**src/rtl/rhs2116_pkg.sv**
```systemverilog
// Shared constants, output FSM encoding and packet sizing for the RHS2116 frame packer.
package rhs2116_pkg;

  localparam int          DEF_NUM_CH    = 16;
  localparam int          SAMPLE_W      = 16;
  localparam logic [15:0] DEF_SYNC_WORD = 16'hA5C3;
  localparam logic [15:0] DEF_TRL_WORD  = 16'h5A3C;

  typedef enum logic [1:0] {
    ST_IDLE = 2'd0,
    ST_HDR  = 2'd1,
    ST_DATA = 2'd2,
    ST_TRL  = 2'd3
  } tx_state_e;

  // Header + one word per channel pair + trailer.
  function automatic int pkt_words(input int num_ch);
    return num_ch / 2 + 2;
  endfunction

endpackage

```
**src/rtl/rhs2116_pkt_tx.sv**
```systemverilog
// Packet transmitter: latches a complete scan into a shadow buffer and streams
// header, packed sample pairs and checksum trailer over a valid/ready interface.
module rhs2116_pkt_tx
  import rhs2116_pkg::*;
#(
  parameter int          NUM_CH    = DEF_NUM_CH,
  parameter logic [15:0] SYNC_WORD = DEF_SYNC_WORD,
  parameter logic [15:0] TRL_WORD  = DEF_TRL_WORD
) (
  input  logic                       i_clk,
  input  logic                       i_rst,
  input  logic                       i_load,
  input  logic [NUM_CH*SAMPLE_W-1:0] i_scan,
  input  logic                       i_ready,
  output logic                       o_idle,
  output logic [31:0]                o_data,
  output logic                       o_valid,
  output logic                       o_last,
  output logic [15:0]                o_frame_seq
);

  localparam int            NW     = NUM_CH / 2;
  localparam int            WW     = (NW > 1) ? $clog2(NW) : 1;
  localparam logic [WW-1:0] LAST_W = WW'(NW - 1);

  tx_state_e                  r_state;
  tx_state_e                  w_state_next;
  logic [WW-1:0]              r_widx;
  logic [WW-1:0]              w_widx_next;
  logic [NUM_CH*SAMPLE_W-1:0] r_shadow;
  logic [15:0]                r_frame_seq;
  logic [15:0]                w_csum;
  logic [31:0]                w_pair [NW];

  generate
    for (genvar gi = 0; gi < NW; gi++) begin : g_pair
      assign w_pair[gi] = {r_shadow[(2*gi)*SAMPLE_W +: SAMPLE_W],
                           r_shadow[(2*gi+1)*SAMPLE_W +: SAMPLE_W]};
    end
  endgenerate

  // Shadow only changes in IDLE, so the checksum is stable for the whole packet.
  always_comb begin
    w_csum = r_frame_seq;
    for (int i = 0; i < NUM_CH; i++) begin
      w_csum = w_csum + r_shadow[i*SAMPLE_W +: SAMPLE_W];
    end
  end

  always_comb begin
    w_state_next = r_state;
    w_widx_next  = r_widx;
    o_valid      = 1'b0;
    o_last       = 1'b0;
    o_data       = '0;
    case (r_state)
      ST_IDLE: begin
        if (i_load) w_state_next = ST_HDR;
      end
      ST_HDR: begin
        o_valid = 1'b1;
        o_data  = {SYNC_WORD, r_frame_seq};
        if (i_ready) begin
          w_state_next = ST_DATA;
          w_widx_next  = '0;
        end
      end
      ST_DATA: begin
        o_valid = 1'b1;
        o_data  = w_pair[r_widx];
        if (i_ready) begin
          if (r_widx == LAST_W) w_state_next = ST_TRL;
          else                  w_widx_next  = r_widx + WW'(1);
        end
      end
      ST_TRL: begin
        o_valid = 1'b1;
        o_last  = 1'b1;
        o_data  = {TRL_WORD, w_csum};
        if (i_ready) w_state_next = ST_IDLE;
      end
      default: w_state_next = ST_IDLE;
    endcase
  end

  always_ff @(posedge i_clk or posedge i_rst) begin
    if (i_rst) begin
      r_state     <= ST_IDLE;
      r_widx      <= '0;
      r_frame_seq <= '0;
    end else begin
      r_state <= w_state_next;
      r_widx  <= w_widx_next;
      if (r_state == ST_TRL && i_ready) r_frame_seq <= r_frame_seq + 16'd1;
    end
  end

  always_ff @(posedge i_clk) begin
    if (i_load && r_state == ST_IDLE) r_shadow <= i_scan;
  end

  assign o_idle      = (r_state == ST_IDLE);
  assign o_frame_seq = r_frame_seq;

endmodule

```
**src/rtl/rhs2116_frame_packer.sv**
```systemverilog
// Collects one scan of per-channel SPI results and hands it to the packet
// transmitter; scans completing while a packet is in flight are dropped and counted.
module rhs2116_frame_packer
  import rhs2116_pkg::*;
#(
  parameter int          NUM_CH    = DEF_NUM_CH,
  parameter logic [15:0] SYNC_WORD = DEF_SYNC_WORD,
  parameter logic [15:0] TRL_WORD  = DEF_TRL_WORD
) (
  input  logic        i_clk_spi,
  input  logic        i_rst,
  input  logic        i_enable,
  input  logic [31:0] i_in_data,
  input  logic        i_in_valid,
  output logic [31:0] o_out_data,
  output logic        o_out_valid,
  input  logic        i_out_ready,
  output logic        o_out_last,
  output logic [15:0] o_frame_seq,
  output logic [15:0] o_drop_count
);

  localparam int              CH_W    = (NUM_CH > 2) ? $clog2(NUM_CH) : 1;
  localparam logic [CH_W-1:0] LAST_CH = CH_W'(NUM_CH - 1);

  logic [CH_W-1:0]            r_chan_idx;
  logic [SAMPLE_W-1:0]        r_sample_buf [NUM_CH-1];
  logic [15:0]                r_drop_count;
  logic                       w_wr;
  logic                       w_scan_done;
  logic                       w_tx_idle;
  logic                       w_load;
  logic [NUM_CH*SAMPLE_W-1:0] w_scan;
  logic                       w_unused_hi;

  assign w_wr        = i_enable & i_in_valid;
  assign w_scan_done = w_wr && (r_chan_idx == LAST_CH);
  assign w_load      = w_scan_done & w_tx_idle;
  assign w_unused_hi = ^i_in_data[31:16];

  always_ff @(posedge i_clk_spi or posedge i_rst) begin
    if (i_rst) begin
      r_chan_idx <= '0;
    end else if (!i_enable) begin
      r_chan_idx <= '0;
    end else if (i_in_valid) begin
      r_chan_idx <= w_scan_done ? '0 : r_chan_idx + CH_W'(1);
    end
  end

  // The last channel bypasses the buffer and goes straight into the shadow copy.
  always_ff @(posedge i_clk_spi) begin
    if (w_wr && !w_scan_done) r_sample_buf[r_chan_idx] <= i_in_data[SAMPLE_W-1:0];
  end

  generate
    for (genvar gi = 0; gi < NUM_CH - 1; gi++) begin : g_scan
      assign w_scan[gi*SAMPLE_W +: SAMPLE_W] = r_sample_buf[gi];
    end
  endgenerate
  assign w_scan[(NUM_CH-1)*SAMPLE_W +: SAMPLE_W] = i_in_data[SAMPLE_W-1:0];

  always_ff @(posedge i_clk_spi or posedge i_rst) begin
    if (i_rst) begin
      r_drop_count <= '0;
    end else if (w_scan_done && !w_tx_idle && r_drop_count != 16'hFFFF) begin
      r_drop_count <= r_drop_count + 16'd1;
    end
  end

  rhs2116_pkt_tx #(
    .NUM_CH    (NUM_CH),
    .SYNC_WORD (SYNC_WORD),
    .TRL_WORD  (TRL_WORD)
  ) u_tx (
    .i_clk       (i_clk_spi),
    .i_rst       (i_rst),
    .i_load      (w_load),
    .i_scan      (w_scan),
    .i_ready     (i_out_ready),
    .o_idle      (w_tx_idle),
    .o_data      (o_out_data),
    .o_valid     (o_out_valid),
    .o_last      (o_out_last),
    .o_frame_seq (o_frame_seq)
  );

  assign o_drop_count = r_drop_count;

endmodule

```
**config.mk**
```make
export PLATFORM = sky130hd
export DESIGN_NAME = rhs2116_frame_packer
export DESIGN_NICKNAME = d
export VERILOG_FILES = /design/src/rtl/rhs2116_pkg.sv /design/src/rtl/rhs2116_pkt_tx.sv /design/src/rtl/rhs2116_frame_packer.sv
export SDC_FILE = /design/constraint.sdc
export NUM_CORES = 1
export LEC_CHECK = 0
export BUFFER_PORTS_ARGS = -buffer_cell sky130_fd_sc_hd__buf_2
export CORE_ASPECT_RATIO = 0.6
export CORE_MARGIN = 5
export CORE_UTILIZATION = 50
export DETAILED_ROUTE_END_ITERATION = 10
export PLACE_DENSITY = 0.78
export SETUP_SLACK_MARGIN = 0.1
export SLEW_MARGIN = 20
export SYNTH_ARGS = -nofsm -noshare
export SYNTH_HDL_FRONTEND = slang
export SYNTH_SLANG_ARGS = --single-unit
```
**constraint.sdc**
```tcl
create_clock -name i_clk_spi -period 21.1 [get_ports i_clk_spi]
set_input_delay 3.165 -clock i_clk_spi [delete_from_list [all_inputs] [get_ports i_clk_spi]]
set_output_delay 3.165 -clock i_clk_spi [all_outputs]
set_load 0.01 [all_outputs]
```
# Yosys cells after proc, flatten, opt, wreduce, memory -nomap -nowiden
# Memories as Yosys holds them, arrays and structs flattened. A register that Yosys moved wholly into a read port is not among the register bits.
# Index checks and enable logic that the tools add are counted.
# Widths: inputs -> output; s select.
[word_totals]
output_inout_bits = 66
mem_bits_rw = 240
regBits = 297
mem_count = 1
word_cells = 78
inputBits = 37
[classes]
addsub = 20
n_mux = 21
n_lt_le_gt_ge = 1
reduce_logical = 13
bitwise = 3
n_eq_ne = 13
[mem_list]
columns = ["name", "words", "word_bits", "rd", "rd_ports_with_merged_regs", "write_ports", "line_no", "source"]
rows = [
  ["r_sample_buf", 15, 16, 15, 15, 1, "rhs2116_frame_packer.sv:27", "logic [SAMPLE_W-1:0] r_sample_buf [NUM_CH-1];"],
]
[ops]
columns = ["operator", "count"]
rows = [
  ["$add 16x16->16", 16],
  ["$bmux 32 s3", 1],
  ["$pmux 32 s3", 1],
  ["$mux 32", 2],
  ["$add 16x1->16 const B", 2],
  ["$ne 16x16->1 const B", 1],
  ["$mux 4", 3],
  ["$mux 2", 5],
  ["$mux 3", 3],
  ["$ne 2x2->1 const B", 4],
  ["$pmux 2 s4", 1],
  ["$logic_and 1x1->1", 6],
  ["$ne 2x1->1 const B", 3],
  ["$pmux 3 s2", 1],
  ["$reduce_and 5->1", 1],
  ["$add 4x1->4 const B", 1],
  ["$eq 2x2->1 const B", 2],
  ["$eq 4x4->1 const B", 1],
  ["$ge 4x4->1 const B", 1],
  ["$mux 1", 4],
  ["$not 3->4", 1],
  ["$reduce_and 4->1", 1],
  ["$add 3x1->3 const B", 1],
  ["$eq 3x3->1 const B", 1],
  ["other kinds (6)", 8],
]

# Logic depth before layout (Yosys ltp)
[depth]
ltp_word = 17
mapped_depth = 21
mapped_depth_nobuf = 21

# Hierarchy
# A second synthesis with hierarchy kept.
[unflattened]
cells_unflattened = 1599
hier_area_um2 = 26090.0
[by_module_without_submodules]
columns = ["mod", "seq_area_each_um2", "area_each_um2", "cells_each", "instances"]
rows = [
  ["rhs2116_pkt_tx", 8212.9, 17578.1, 1224, 1],
  ["rhs2116_frame_packer", 7707.4, 8511.9, 375, 1],
]

# Worst setup path before layout
# OpenSTA, ideal clock, no wires.
[synth_path]
path_type = "in2reg"
startpoint = "input i_in_valid"
endpoint = "register u_tx.r_shadow[0] (read register of r_sample_buf) (enable)"
slack_ns = 5.900
required_time_ns = 20.223
t_arrival_ns = 14.324
setup_ns = 0.877
stages = 4
path_cell_list = "buf_4 nand3_1 or2_2 nor2_1"
[synth_via]
elab_chain_len = 4
[synth_rtl]
columns = ["element", "line_no", "source"]
rows = [
  ["start: declaration", "rhs2116_frame_packer.sv:14", "input logic i_in_valid,"],
  ["$and 1x1->1", "rhs2116_frame_packer.sv:36", "assign w_wr = i_enable & i_in_valid;"],
  ["$logic_and 1x1->1", "rhs2116_frame_packer.sv:37", "assign w_scan_done = w_wr && (r_chan_idx == LAST_CH);"],
  ["$and 1x1->1", "rhs2116_frame_packer.sv:38", "assign w_load = w_scan_done & w_tx_idle;"],
  ["$logic_and 1x1->1", "rhs2116_pkt_tx.sv:99", "if (i_load && r_state == ST_IDLE) r_shadow <= i_scan;"],
  ["end: declaration", "rhs2116_pkt_tx.sv:30", "logic [NUM_CH*SAMPLE_W-1:0] r_shadow;"],
]
# Every way passes these cells.
# A chain may end at the register's enable or synchronous reset.

# Worst setup path after layout
[layout_path]
startpoint = "register u_tx.r_shadow[194] (read register of r_sample_buf)"
endpoint = "output o_out_data[14]"
[layout_via]
elab_chain_len = 5
[layout_rtl]
columns = ["element", "line_no", "source"]
rows = [
  ["$add 16x16->16 (4 in a row)", "rhs2116_pkt_tx.sv:46", "w_csum = w_csum + r_shadow[i*SAMPLE_W +: SAMPLE_W];"],
  ["$pmux 32 s3", "rhs2116_pkt_tx.sv:56", "case (r_state)"],
  ["end: declaration", "rhs2116_frame_packer.sv:15", "output logic [31:0] o_out_data,"],
]
# Every way passes these cells.

==> results.toml <==
[layout]
stdcell_area_um2 = 28700
drive_gt1_share_pct = 16.7
antennaDiodeCount = 0
fin_nets = 1975
final_util_pct = 56.3
area_delta_synth_final_pct = 11.4
fin_cells = 2423

[global_route]
grt_usage_pct = 21.2
grt_max_degree = 75
grt_pass1_vias = 13808
grt_pass1_wl_um = 87000
grt.overflow.total = 0
antenna_found_initial = 0

[route]
drt-pass1-iter-count = 6
wl_per_cell_um = 23.7
routed_wl_um = 57400
detail-route-antenna-nets = 0
via_per_inst = 5.31
drc = 0
drt_iter0_drc = 1206
num_vias = 12859

[timing]
slew_violations = 0
fin_crit_ns = 9.58
min_period_over_period_pct = 45.4
hold_viol = 0
clock.fmax_mhz = 104
slew_headroom_pct = 30.9
setup_viol = 0
worst_clock_skew_ns = 0.0329
worstMarginPinSlew_ns = 1.04
rsz0062_at_grt = "false"
tns_ns = 0

[yosys]
syn_avg_cell_area_um2 = 16.4
synth.ff_latch_count = 537
yosys.area_share.xor_xnor_pct = 2.45
synth_top_family_by_area = "adder cells"
synth_ff_type = "edfxtp_1"
yosysWarnings = 0
syn_nets = 1854
async_flop_share_pct = 7.64
syn_inst = 1570
synth-edff-count = 496
synthSimpleGateAreaFrac_pct = 2.38
synth.distinct_cells = 46
synth-adder-area-share_pct = 18.2
synth-seq-area-share_pct = 61.7
syn_area_um2 = 25800
synthMuxAreaShare_pct = 7.03
synth_compound_area_share_pct = 2.14

[floorplan]
dieArea_um2 = 56400
rows = 64
start_util_pct = 50.5
die_h_um = 186
die_x_um = 303
io_pins = 103
core_area_um2 = 51000

[clocking]
htree_num_levels = 2
cts_buffers = 49
clock_path_buffers = 3
cts_hold_buf = 0
clock-sinks = 537
clkTransAtPathRegs_ns = 0.07
cts_root_buf = "clkbuf_16"
cts_setup_buffers = 0
cts_tree = "done"
post_cts_resized = 0
worstSkewPairLatency_ns = 0.59

[setup_path]
endpoint_kind = "output pin"
worstPathMaxFanout = 4
r2r_slack_ns = 17.82
start_kind = "flip-flop"
critPathKind = "reg2out"
required_ns = 17.94
arrival_ns = 6.41

[power]
ir_drop_uv = 84.5
p_total_mw = 2.63
p_per_area_nw_per_um2 = 91.5
power.leakage_nw = 11.1

[placement]
dpl_cell_area_um2 = 27100
hpwl_um = 38900
place_inst = 2333
portBuffers = 86
place.gp.congestion = 0.868

[run]
cap_violations = 0

[min_path]
hp-class = "reg2reg"

[run_status]
status = "completed"
==> cells by family after synthesis <==
logic type / count (synthesis)
mux: 98
flops: 537
xor+xnor: 72
buf+inv: 407
fa+ha+maj: 247
compound gates: 83
simple gates: 126
==> placed cells by master, fill, tap and decap left out, drive strengths merged, types with 9 or more instances in the layout <==
cell type,count
a21oi,20
a222oi,10
and2,16
buf,103
clkbuf,57
clkinv,19
dfrtp,41
edfxtp,496
fa,213
ha,34
inv,378
mux2,25
mux2i,9
mux4,64
nand2,28
nand3,20
nor2,36
o21ai,22
xnor2,58
xor2,14
==> worst paths after layout <==
kind                                                from                               end  cells past startpoint
max in group asynchronous                          i_rst        u_tx.r_widx[0]$_DFFE_PP0P_                      2
hold reg to reg            r_sample_buf[14][5]$_DFFE_PP_      u_tx.r_shadow[229]$_DFFE_PP_                      0
setup reg to reg             u_tx.r_state[0]$_DFFE_PP0P_  u_tx.o_frame_seq[15]$_DFFE_PP0P_                      8
setup / recovery            u_tx.r_shadow[194]$_DFFE_PP_                    o_out_data[14]                     20
min in group asynchronous                          i_rst  u_tx.o_frame_seq[15]$_DFFE_PP0P_                      2
hold / removal             r_sample_buf[14][5]$_DFFE_PP_      u_tx.r_shadow[229]$_DFFE_PP_                      0
==> layout make-up <==
cell class,count,area (um2)
clock buffer,57,1260
timing repair buffer,103,558
inverter,374,1410
multi-input combinational,626,8320
clock inverter,33,402
tap,693,867
sequential,537,15900
fill,3915,22300
==> through the flow <==
step	hold slack [ns]	worst slack, ns
final	0.411	11.52
after global routing	0.422	11.14
after CTS	0.413	11.49
after detailed placement	0.405	12.16
after global placement	0.400	12.12
after floorplan	0.400	5.90
==> where the power goes <==
part	total, mW	internal (mW)	switching, mW
Sequential	1.20	1.17	0.0386
Clock	0.922	0.520	0.402
Combinational	0.502	0.214	0.288
Total	2.63	1.90	0.729
==> registers in the layout, summed over array words and instances (netlist names) <==
signal            flops
o_drop_count         16
r_chan_idx            4
r_sample_buf        240
u_tx.o_frame_seq     16
u_tx.r_shadow       256
u_tx.r_state          2
u_tx.r_widx           3
==> per-layer routing <==
metal,track usage [%],share of wire [%]
met5,0,0
met1,31.4,43
met4,4.95,2.3
met3,4.99,8.4
met2,32.6,46
==> worst max-delay path, cell delays in order (launching register included) <==
cell,delay (ns)
edfxtp_1,0.38
inv_1,0.08
fa_1,0.50
fa_1,0.55
fa_1,0.52
inv_1,0.05
fa_1,0.53
inv_1,0.05
fa_1,0.45
fa_1,0.49
inv_1,0.04
ha_1,0.21
fa_1,0.46
a21oi_1,0.16
o21bai_1,0.16
a21oi_1,0.25
o21ai_0,0.18
a31oi_1,0.24
xor2_1,0.10
o22ai_1,0.24
buf_2,0.19
==> cells in the mapped netlist, types with 5 or more instances <==
master,count,share of area (%)
buf_2,7,0.14
buf_4,6,0.17
a22o_1,5,0.17
xor2_1,14,0.48
a222oi_1,10,0.39
xnor2_1,58,2.0
dfrtp_1,41,4.0
inv_1,374,5.4
nor2_1,36,0.52
ha_1,34,1.6
o21ai_0,22,0.43
and2_1,16,0.39
nand2_1,28,0.41
mux2_2,25,1.1
fa_1,213,17
edfxtp_1,496,58
o21bai_1,5,0.15
a22oi_1,6,0.17
mux4_2,64,5.6
clkbuf_1,15,0.22
mux2i_1,9,0.35
a21oi_1,20,0.39
and3_1,6,0.15
nand3_1,19,0.37
No activity file was read; power rests on OpenSTA's default activity.
